`src/rtl/cpu_seq_ctrl.sv`:
```
// cpu_seq_ctrl -- fetch/decode/execute sequencer for the 8-bit CPU.
//
// Fetches one instruction at a time over a req/ack memory port and latches it
// into the instruction register. The opcode (insn[7:4]) then selects one of
// these paths:
//   NOP             : DECODE -> FETCH
//   ALU (0x1..0xB)  : DECODE -> EXEC (alu_en) -> WB (reg_we, wb_sel=0) -> FETCH
//   LDI (0xC)       : DECODE -> WB (reg_we, wb_sel=1) -> FETCH
//   BZ / JMP        : relative branch on the already-incremented pc -> FETCH
//   HALT            : stop until reset
//
// Ports:
//   clk, rst_n            clock (rising edge), async active-low reset
//   start                 begin execution (sampled in IDLE only)
//   mem_req/addr/ack/rdata instruction fetch handshake
//   zero_flag             ALU zero flag, used by BZ
//   insn                  instruction register output to the decoder
//   alu_en, reg_we        one-cycle execute / register write strobes
//   wb_sel                writeback source: 0=ALU, 1=immediate
//   pc                    program counter
//   busy, halted, fault   status
//
// Optional build macro CTRL_TIMEOUT_EN: adds a fetch wait counter. A fetch
// with no ack for TIMEOUT wait cycles sets the sticky fault and halts.
// Without the macro FETCH waits forever and fault stays 0.
//
// state  | meaning
// -------+----------------------------------------------------------
// IDLE   | waiting for start
// FETCH  | mem_req high with mem_addr=pc, waiting for mem_ack
// DECODE | opcode dispatch, branch target computed here
// EXEC   | alu_en pulse
// WB     | reg_we pulse
// HALT   | halted; only reset leaves this state

module cpu_seq_ctrl #(
   parameter int              PC_W     = 8,
   parameter logic [PC_W-1:0] RESET_PC = '0,
   parameter int              TIMEOUT  = 15
) (
   input  logic            clk,
   input  logic            rst_n,
   input  logic            start,
   output logic            mem_req,
   output logic [PC_W-1:0] mem_addr,
   input  logic            mem_ack,
   input  logic [7:0]      mem_rdata,
   input  logic            zero_flag,
   output logic [7:0]      insn,
   output logic            alu_en,
   output logic            reg_we,
   output logic            wb_sel,
   output logic [PC_W-1:0] pc,
   output logic            busy,
   output logic            halted,
   output logic            fault
);

   typedef enum logic [2:0] {
      S_IDLE,
      S_FETCH,
      S_DECODE,
      S_EXEC,
      S_WB,
      S_HALT
   } state_t;

   state_t          state_q;
   logic [PC_W-1:0] pc_q;
   logic [7:0]      insn_q;
   logic            mem_req_q;
   logic            alu_en_q;
   logic            reg_we_q;
   logic            wb_sel_q;
   logic            busy_q;
   logic            halted_q;
   logic            fault_q;

   logic [3:0]      opcode;
   logic [PC_W-1:0] offset;
   logic            fetch_timeout;

   assign opcode = insn_q[7:4];
   assign offset = {{(PC_W-4){insn_q[3]}}, insn_q[3:0]};

`ifdef CTRL_TIMEOUT_EN
   localparam int CNT_W = $clog2(TIMEOUT + 1);

   logic [CNT_W-1:0] wait_q;

   // Every FETCH is preceded by a non-FETCH state, so holding the counter at
   // zero outside FETCH clears it on each FETCH entry. An ack in the cycle
   // the count sits at TIMEOUT still wins over the timeout.
   always_ff @(posedge clk or negedge rst_n) begin
      if (!rst_n) begin
         wait_q <= '0;
      end else if (state_q == S_FETCH && !mem_ack) begin
         wait_q <= wait_q + CNT_W'(1);
      end else begin
         wait_q <= '0;
      end
   end

   assign fetch_timeout = (state_q == S_FETCH) && !mem_ack && (wait_q == CNT_W'(TIMEOUT));
`else
   logic unused_timeout;
   assign unused_timeout = ^TIMEOUT;
   assign fetch_timeout  = 1'b0;
`endif

   always_ff @(posedge clk or negedge rst_n) begin
      if (!rst_n) begin
         state_q   <= S_IDLE;
         pc_q      <= RESET_PC;
         insn_q    <= '0;
         mem_req_q <= 1'b0;
         alu_en_q  <= 1'b0;
         reg_we_q  <= 1'b0;
         wb_sel_q  <= 1'b0;
         busy_q    <= 1'b0;
         halted_q  <= 1'b0;
         fault_q   <= 1'b0;
      end else begin
         alu_en_q <= 1'b0;
         reg_we_q <= 1'b0;
         case (state_q)
            S_IDLE: begin
               if (start) begin
                  state_q   <= S_FETCH;
                  mem_req_q <= 1'b1;
                  busy_q    <= 1'b1;
               end
            end
            S_FETCH: begin
               if (mem_ack) begin
                  insn_q    <= mem_rdata;
                  pc_q      <= pc_q + PC_W'(1);
                  mem_req_q <= 1'b0;
                  state_q   <= S_DECODE;
               end else if (fetch_timeout) begin
                  fault_q   <= 1'b1;
                  mem_req_q <= 1'b0;
                  busy_q    <= 1'b0;
                  halted_q  <= 1'b1;
                  state_q   <= S_HALT;
               end
            end
            S_DECODE: begin
               case (opcode)
                  4'h0: begin
                     mem_req_q <= 1'b1;
                     state_q   <= S_FETCH;
                  end
                  4'hC: begin
                     reg_we_q <= 1'b1;
                     wb_sel_q <= 1'b1;
                     state_q  <= S_WB;
                  end
                  4'hD: begin
                     if (zero_flag) begin
                        pc_q <= pc_q + offset;
                     end
                     mem_req_q <= 1'b1;
                     state_q   <= S_FETCH;
                  end
                  4'hE: begin
                     pc_q      <= pc_q + offset;
                     mem_req_q <= 1'b1;
                     state_q   <= S_FETCH;
                  end
                  4'hF: begin
                     busy_q   <= 1'b0;
                     halted_q <= 1'b1;
                     state_q  <= S_HALT;
                  end
                  default: begin
                     alu_en_q <= 1'b1;
                     state_q  <= S_EXEC;
                  end
               endcase
            end
            S_EXEC: begin
               reg_we_q <= 1'b1;
               wb_sel_q <= 1'b0;
               state_q  <= S_WB;
            end
            S_WB: begin
               mem_req_q <= 1'b1;
               state_q   <= S_FETCH;
            end
            S_HALT: begin
               state_q <= S_HALT;
            end
            default: begin
               state_q <= S_IDLE;
            end
         endcase
      end
   end

   assign mem_req  = mem_req_q;
   assign mem_addr = pc_q;
   assign insn     = insn_q;
   assign alu_en   = alu_en_q;
   assign reg_we   = reg_we_q;
   assign wb_sel   = wb_sel_q;
   assign pc       = pc_q;
   assign busy     = busy_q;
   assign halted   = halted_q;
   assign fault    = fault_q;

endmodule

```
`config.mk`:
```
export PLATFORM = sky130hd
export DESIGN_NAME = cpu_seq_ctrl
export DESIGN_NICKNAME = d
export VERILOG_FILES = /design/src/rtl/cpu_seq_ctrl.sv
export SDC_FILE = /design/constraint.sdc
export NUM_CORES = 1
export LEC_CHECK = 0
export ABC_AREA = 1
export BUFFER_PORTS_ARGS = -buffer_cell sky130_fd_sc_hd__buf_2
export CORE_UTILIZATION = 54
export CTS_CLUSTER_DIAMETER = 40
export DETAILED_ROUTE_END_ITERATION = 12
export PLACE_DENSITY = 0.81
export SYNTH_ARGS = -nofsm -noshare
export SYNTH_HDL_FRONTEND = slang
export SYNTH_SLANG_ARGS = --single-unit
```
`constraint.sdc`:
```
create_clock -name clk -period 4.73 [get_ports clk]
set_input_delay 0.7095 -clock clk [delete_from_list [all_inputs] [get_ports clk]]
set_output_delay 0.7095 -clock clk [all_outputs]
set_load 0.01 [all_outputs]
```
### After elaboration in Yosys (flattened, before gate mapping)

Cells that the tools add are included.

| storage, ports and cells | value |
|---|---|
| register bits after elaboration | 25 |
| input bits | 13 |
| word-level logic and storage cells | 62 |

| cells by class | value |
|---|---|
| add/subtract/negate cells | 2 |
| eq/ne operators | 16 |
| mux-type cells | 20 |
| reductions and logical operators | 15 |

Operator list:

| kind | count |
|---|---|
| $pmux W8 S2 | 2 |
| $pmux W3 S6 | 1 |
| $eq A4 B4 Y1 const B | 4 |
| $mux W8 | 2 |
| $pmux W3 S3 | 1 |
| $add A8 B1 Y8 const B | 1 |
| $add A8 B8 Y8 | 1 |
| $mux W1 | 8 |
| $reduce_and A2 Y1 | 4 |
| $reduce_and A4 Y1 | 2 |
| $eq A3 B2 Y1 const B | 2 |
| $eq A3 B3 Y1 const B | 2 |
| $mux W3 | 2 |
| $ne A2 B2 Y1 const B | 3 |
| $pmux W1 S2 | 3 |
| $reduce_bool A2 Y1 | 3 |
| $reduce_or A5 Y1 | 1 |
| $logic_not A4 Y1 | 1 |
| $ne A2 B1 Y1 const B | 2 |
| $pmux W1 S4 | 1 |
| $reduce_bool A4 Y1 | 1 |
| $eq A3 B1 Y1 const B | 1 |
| $logic_not A3 Y1 | 1 |
| $ne A3 B2 Y1 const B | 1 |
| other kinds (3) | 3 |

### Depth between registers and ports, before layout

| logic depth | value |
|---|---|
| word-level depth | 4 |
| mapped depth | 16 |

### Worst setup path after synthesis

No wires, ideal clock.

| timing path | value |
|---|---|
| kind | register -> register |
| from | register state_q[2] |
| to | register pc_q[6] (netlist: mem_addr[6]) |
| setup time | 0.118 ns |
| arrival time | 1.912 ns |
| required time | 4.612 ns |
| slack | 2.700 ns |
| cell stages (with the launch flop) | 16 |
| path buffers | 0 |
| period minus slack after synthesis | 2.030 ns |
| path through | dfrtp_1 inv_2 nand2_1 nor2_4 inv_2 or2_2 ha_1 inv_1 fa_1 inv_1 nand2_1 nor2_1 nand2_1 nand4_1 nand3_1 nand2_1 |

| on the way | value |
|---|---|
| cells in the longest elaborated chain, start to end | 3 |
| elaborated cells on any way between the ends | 8 |
| classes of those cells | eq/ne: 5; mux: 1; reduce/logical: 2 |

RTL lines:

| what | line | source |
|---|---|---|
| from (decl) | 68 | `state_t state_q;` |
| from (signal assigned) | 113 | `state_q <= S_IDLE;` |
| from (signal assigned) | 129 | `state_q <= S_FETCH;` |
| from (signal assigned) | 139 | `state_q <= S_DECODE;` |
| $eq A3 B2 Y1 / $eq A3 B1 Y1 (equally long branches) | 126 | `case (state_q)` |
| $ne A3 B2 Y1 (no line) (tied with other cells) | - |  |
| $reduce_and A4 Y1 (no line) | - |  |
| to (signal assigned) | 137 | `pc_q <= pc_q + PC_W'(1);` |
| to (signal assigned) | 161 | `pc_q <= pc_q + offset;` |
| to (signal assigned) | 167 | `pc_q <= pc_q + offset;` |
| to (decl) | 69 | `logic [PC_W-1:0] pc_q;` |

Parallel ways exist; a longest one is shown, timed or not.
A chain may end at the register's enable or synchronous reset.

### Worst setup path after layout

Ends and elaborated chain as after synthesis.

==> flow_metrics.env <==
export IMPL_status="finished clean"
export IMPL_die_area_um2=2910
export IMPL_start_util_pct=57.7
export IMPL_cts_setup_buffers=0
export IMPL_multi_input_area_um2=658
export IMPL_root_buffer="clkbuf_4"
export IMPL_ctsHoldBuffers=0
export IMPL_cts_resized=0
export IMPL_clock_latency_ns=0.32
export IMPL_port_buffers=42
export IMPL_netlist_instances=197
export IMPL_stdcell_count=263
export IMPL_die_y_um=53.9
export IMPL_grt_pass1_vias=1161
export IMPL_synth_cell_type_count=27
export IMPL_fillers=243
export IMPL_num_antenna_cells=0
export IMPL_synth_top_area_share_pct=43.0
export IMPL_drv_slew=0
export IMPL_drtIter0Drc=32
export IMPL_gp_congestion=0.861
export IMPL_synth_seq_cells=25
export IMPL_grt_usage_pct=23.5
export IMPL_hold_viol=0
export IMPL_p_per_area_nw_per_um2=644
export IMPL_layout_area_seq_um2=626
export IMPL_grt_max_degree=26
export IMPL_cts_num_sinks=25
export IMPL_cpMostUsedCell="nand2_1"
export IMPL_path_max_fanout=8
export IMPL_fin_crit_ns=2.23
export IMPL_cts_tree="built"
export IMPL_viasPerCell=5.05
export IMPL_fmaxAchievable_mhz=449
export IMPL_coreArea_um2=2520
export IMPL_drive_above_1_share_pct=24.5
export IMPL_leakage_nw=0.992
export IMPL_critical_path_class="register to register"
export IMPL_finalCritPeriodShare_pct=47.1
export IMPL_start_kind="register"
export IMPL_max_cap_violations=0
export IMPL_rrSetupSlack_ns=2.50
export IMPL_netlist_area_um2=1460
export IMPL_wl_um=2860
export IMPL_peakVddDrop_v=0.000382
export IMPL_cts_inserted_buffers=3
export IMPL_drt_first_pass_iters=4
export IMPL_synth_area_leaders="dfrtp_1 43%, nand2_1 17%, inv_1 5.7%"
export IMPL_cp_cell_sequence="inv_2 -> nand2_1 -> nor2_4 -> inv_2 -> or2_2 -> ha_1 -> inv_1 -> fa_1 -> inv_1 -> nand2_1 -> nor2_1 -> nand2_1 -> nand4_1 -> nand3_1 -> nand2_1"
export IMPL_grt_antenna_before_repair=0
export IMPL_htreeDepth=1
export IMPL_relSlewSlack_pct=56.3
export IMPL_path_clk_slew_ns=0.14
export IMPL_cp_end_kind="register"
export IMPL_arrival_ns=2.45
export IMPL_critPathSlowestCell="dfrtp_1"
export IMPL_syn_area_per_cell_um2=7.39
export IMPL_worst_slew_pin_slew_ns=0.653
export IMPL_dpl_hpwl_um=2240
export IMPL_final_core_util_pct=65.7
export IMPL_drc=0
export IMPL_setup_tns_ns=0
export IMPL_via_count=1327
export IMPL_cts_buffer_depth=2
export IMPL_drtAntennaViolNets=0
export IMPL_syn_nets=214
export IMPL_area_growth_synth_to_final_pct=13.9
export IMPL_overflow=0
export IMPL_ioPinCount=44
export IMPL_dieWidth_um=53.9
export IMPL_setup_viol=0
export IMPL_worst_path_buf_inv=4
export IMPL_place_ws_ns=2.53
export IMPL_yosysTopAreaCell="dfrtp_1"
export IMPL_required_ns=4.96
export IMPL_crit_family="simple AND/OR/NAND/NOR gates"
export IMPL_rows=18
export IMPL_dp_cells=259
export IMPL_rsz0062_at_grt="no"
export IMPL_nets=251
export IMPL_skew_ns=0.00639
export IMPL_hold_path_class="input port to asynchronous set/reset pin"
export IMPL_fin_ws_ns=2.50
export IMPL_wl_per_cell_um=10.9
export IMPL_critPathMaxStageDelay_ns=0.44
export IMPL_ys_seq_area_share_pct=43.0
export IMPL_yosysWarnings=0
export IMPL_grt_pass1_wl_um=4820
## cell type report
class	count	share of cell area, %
Inverter	26	5.96
Multi-Input combinational cell	136	39.7
Timing Repair Buffer	42	12.7
Clock inverter	1	0.302
Clock buffer	3	1.36
Tap cell	30	2.26
Sequential cell	25	37.7
## flip-flops by register name, indices dropped and copies added, names as in the netlist
| register | flops |
|---|---|
| wb_sel | 1 |
| busy | 1 |
| halted | 1 |
| state_q | 3 |
| mem_req | 1 |
| insn | 8 |
| mem_addr | 8 |
| alu_en | 1 |
| reg_we | 1 |
## Yosys cell counts
cell / number
fa_1: 1
o22ai_1: 2
nand3_1: 11
nand2_1: 65
nor2_1: 19
a21oi_1: 6
o21bai_1: 1
buf_4: 9
nand4_1: 3
dfrtp_1: 25
a31oi_1: 1
conb_1: 1
clkinv_2: 1
o21ai_0: 11
o211ai_1: 1
or3_1: 1
inv_1: 22
nor2_2: 1
buf_2: 1
nor2_4: 1
nand3b_1: 2
xor2_1: 1
inv_2: 3
ha_1: 3
nand4_2: 1
nand3_2: 1
or2_2: 3
## layer usage
metal	share of wire, %	vias to the layer above	wire, um	global-route usage, %
met4	1.3	0	36	7.89
met1	49	595	1410	32.6
li1	-	689	-	-
met2	44	38	1270	38.1
met3	4.8	5	137	2.54
met5	0	-	0	0
## cell usage in the layout, fill, tap and decap left out
cell type and instances:
nor2_2 1, o21ai_0 11, nand3_1 11, xor2_1 1
o211ai_1 1, inv_1 22, a21oi_1 6, nand3b_1 2
o22ai_1 2, dfrtp_1 25, nand4_2 1, clkinv_2 2
clkbuf_4 3, or2_2 3, a31oi_1 1, or3_1 1
nor2_4 1, conb_1 1, nand4_1 3, fa_1 1
buf_2 42, nand2_1 65, o21bai_1 1, ha_1 3
inv_2 3, nor2_1 19, nand3_2 1
## where the power goes
| group | internal [mW] | total (mW) | switching, mW |
|---|---|---|---|
| Clock | 0.0317 | 0.0968 | 0.0651 |
| Combinational | 0.218 | 0.582 | 0.364 |
| Sequential | 0.306 | 0.389 | 0.0834 |
| Total | 0.556 | 1.07 | 0.512 |
## kinds of logic (layout without fill, tap and decap cells)
group	count (synthesis)	after routing	share of synthesized area [%]
AO/OA/AOI/OAI	22	22	8.17
XOR/XNOR	1	1	0.602
adder cells (fa/ha/maj)	4	4	3.96
buffers and inverters	36	72	11.8
flip-flops	25	25	43.0
other	1	1	0.258
AND/OR/NAND/NOR	108	108	32.2
## path summary, 6_finish.rpt
check | cells past startpoint | start | end
worst max-delay path | 15 | state_q[2] | mem_addr[6]
worst min-delay path | 1 | rst_n | halted
worst max register to register | 15 | state_q[2] | mem_addr[6]
worst min register to register | 1 | halted | halted
max in group asynchronous | 1 | rst_n | mem_addr[1]
min in group clk | 1 | halted | halted
## metrics by stage
step           hold slack (ns)  power [mW]  cell area, um^2
2_1_floorplan            0.414       0.817             1460
3_3_place_gp             0.448       0.970             1630
3_5_place_dp             0.461       0.977             1630
4_1_cts                  0.369        1.07             1660
5_1_grt                  0.391        1.18             1660
6_report                 0.350        1.07             1660
Note: power is estimated with default switching activity, not from simulation.
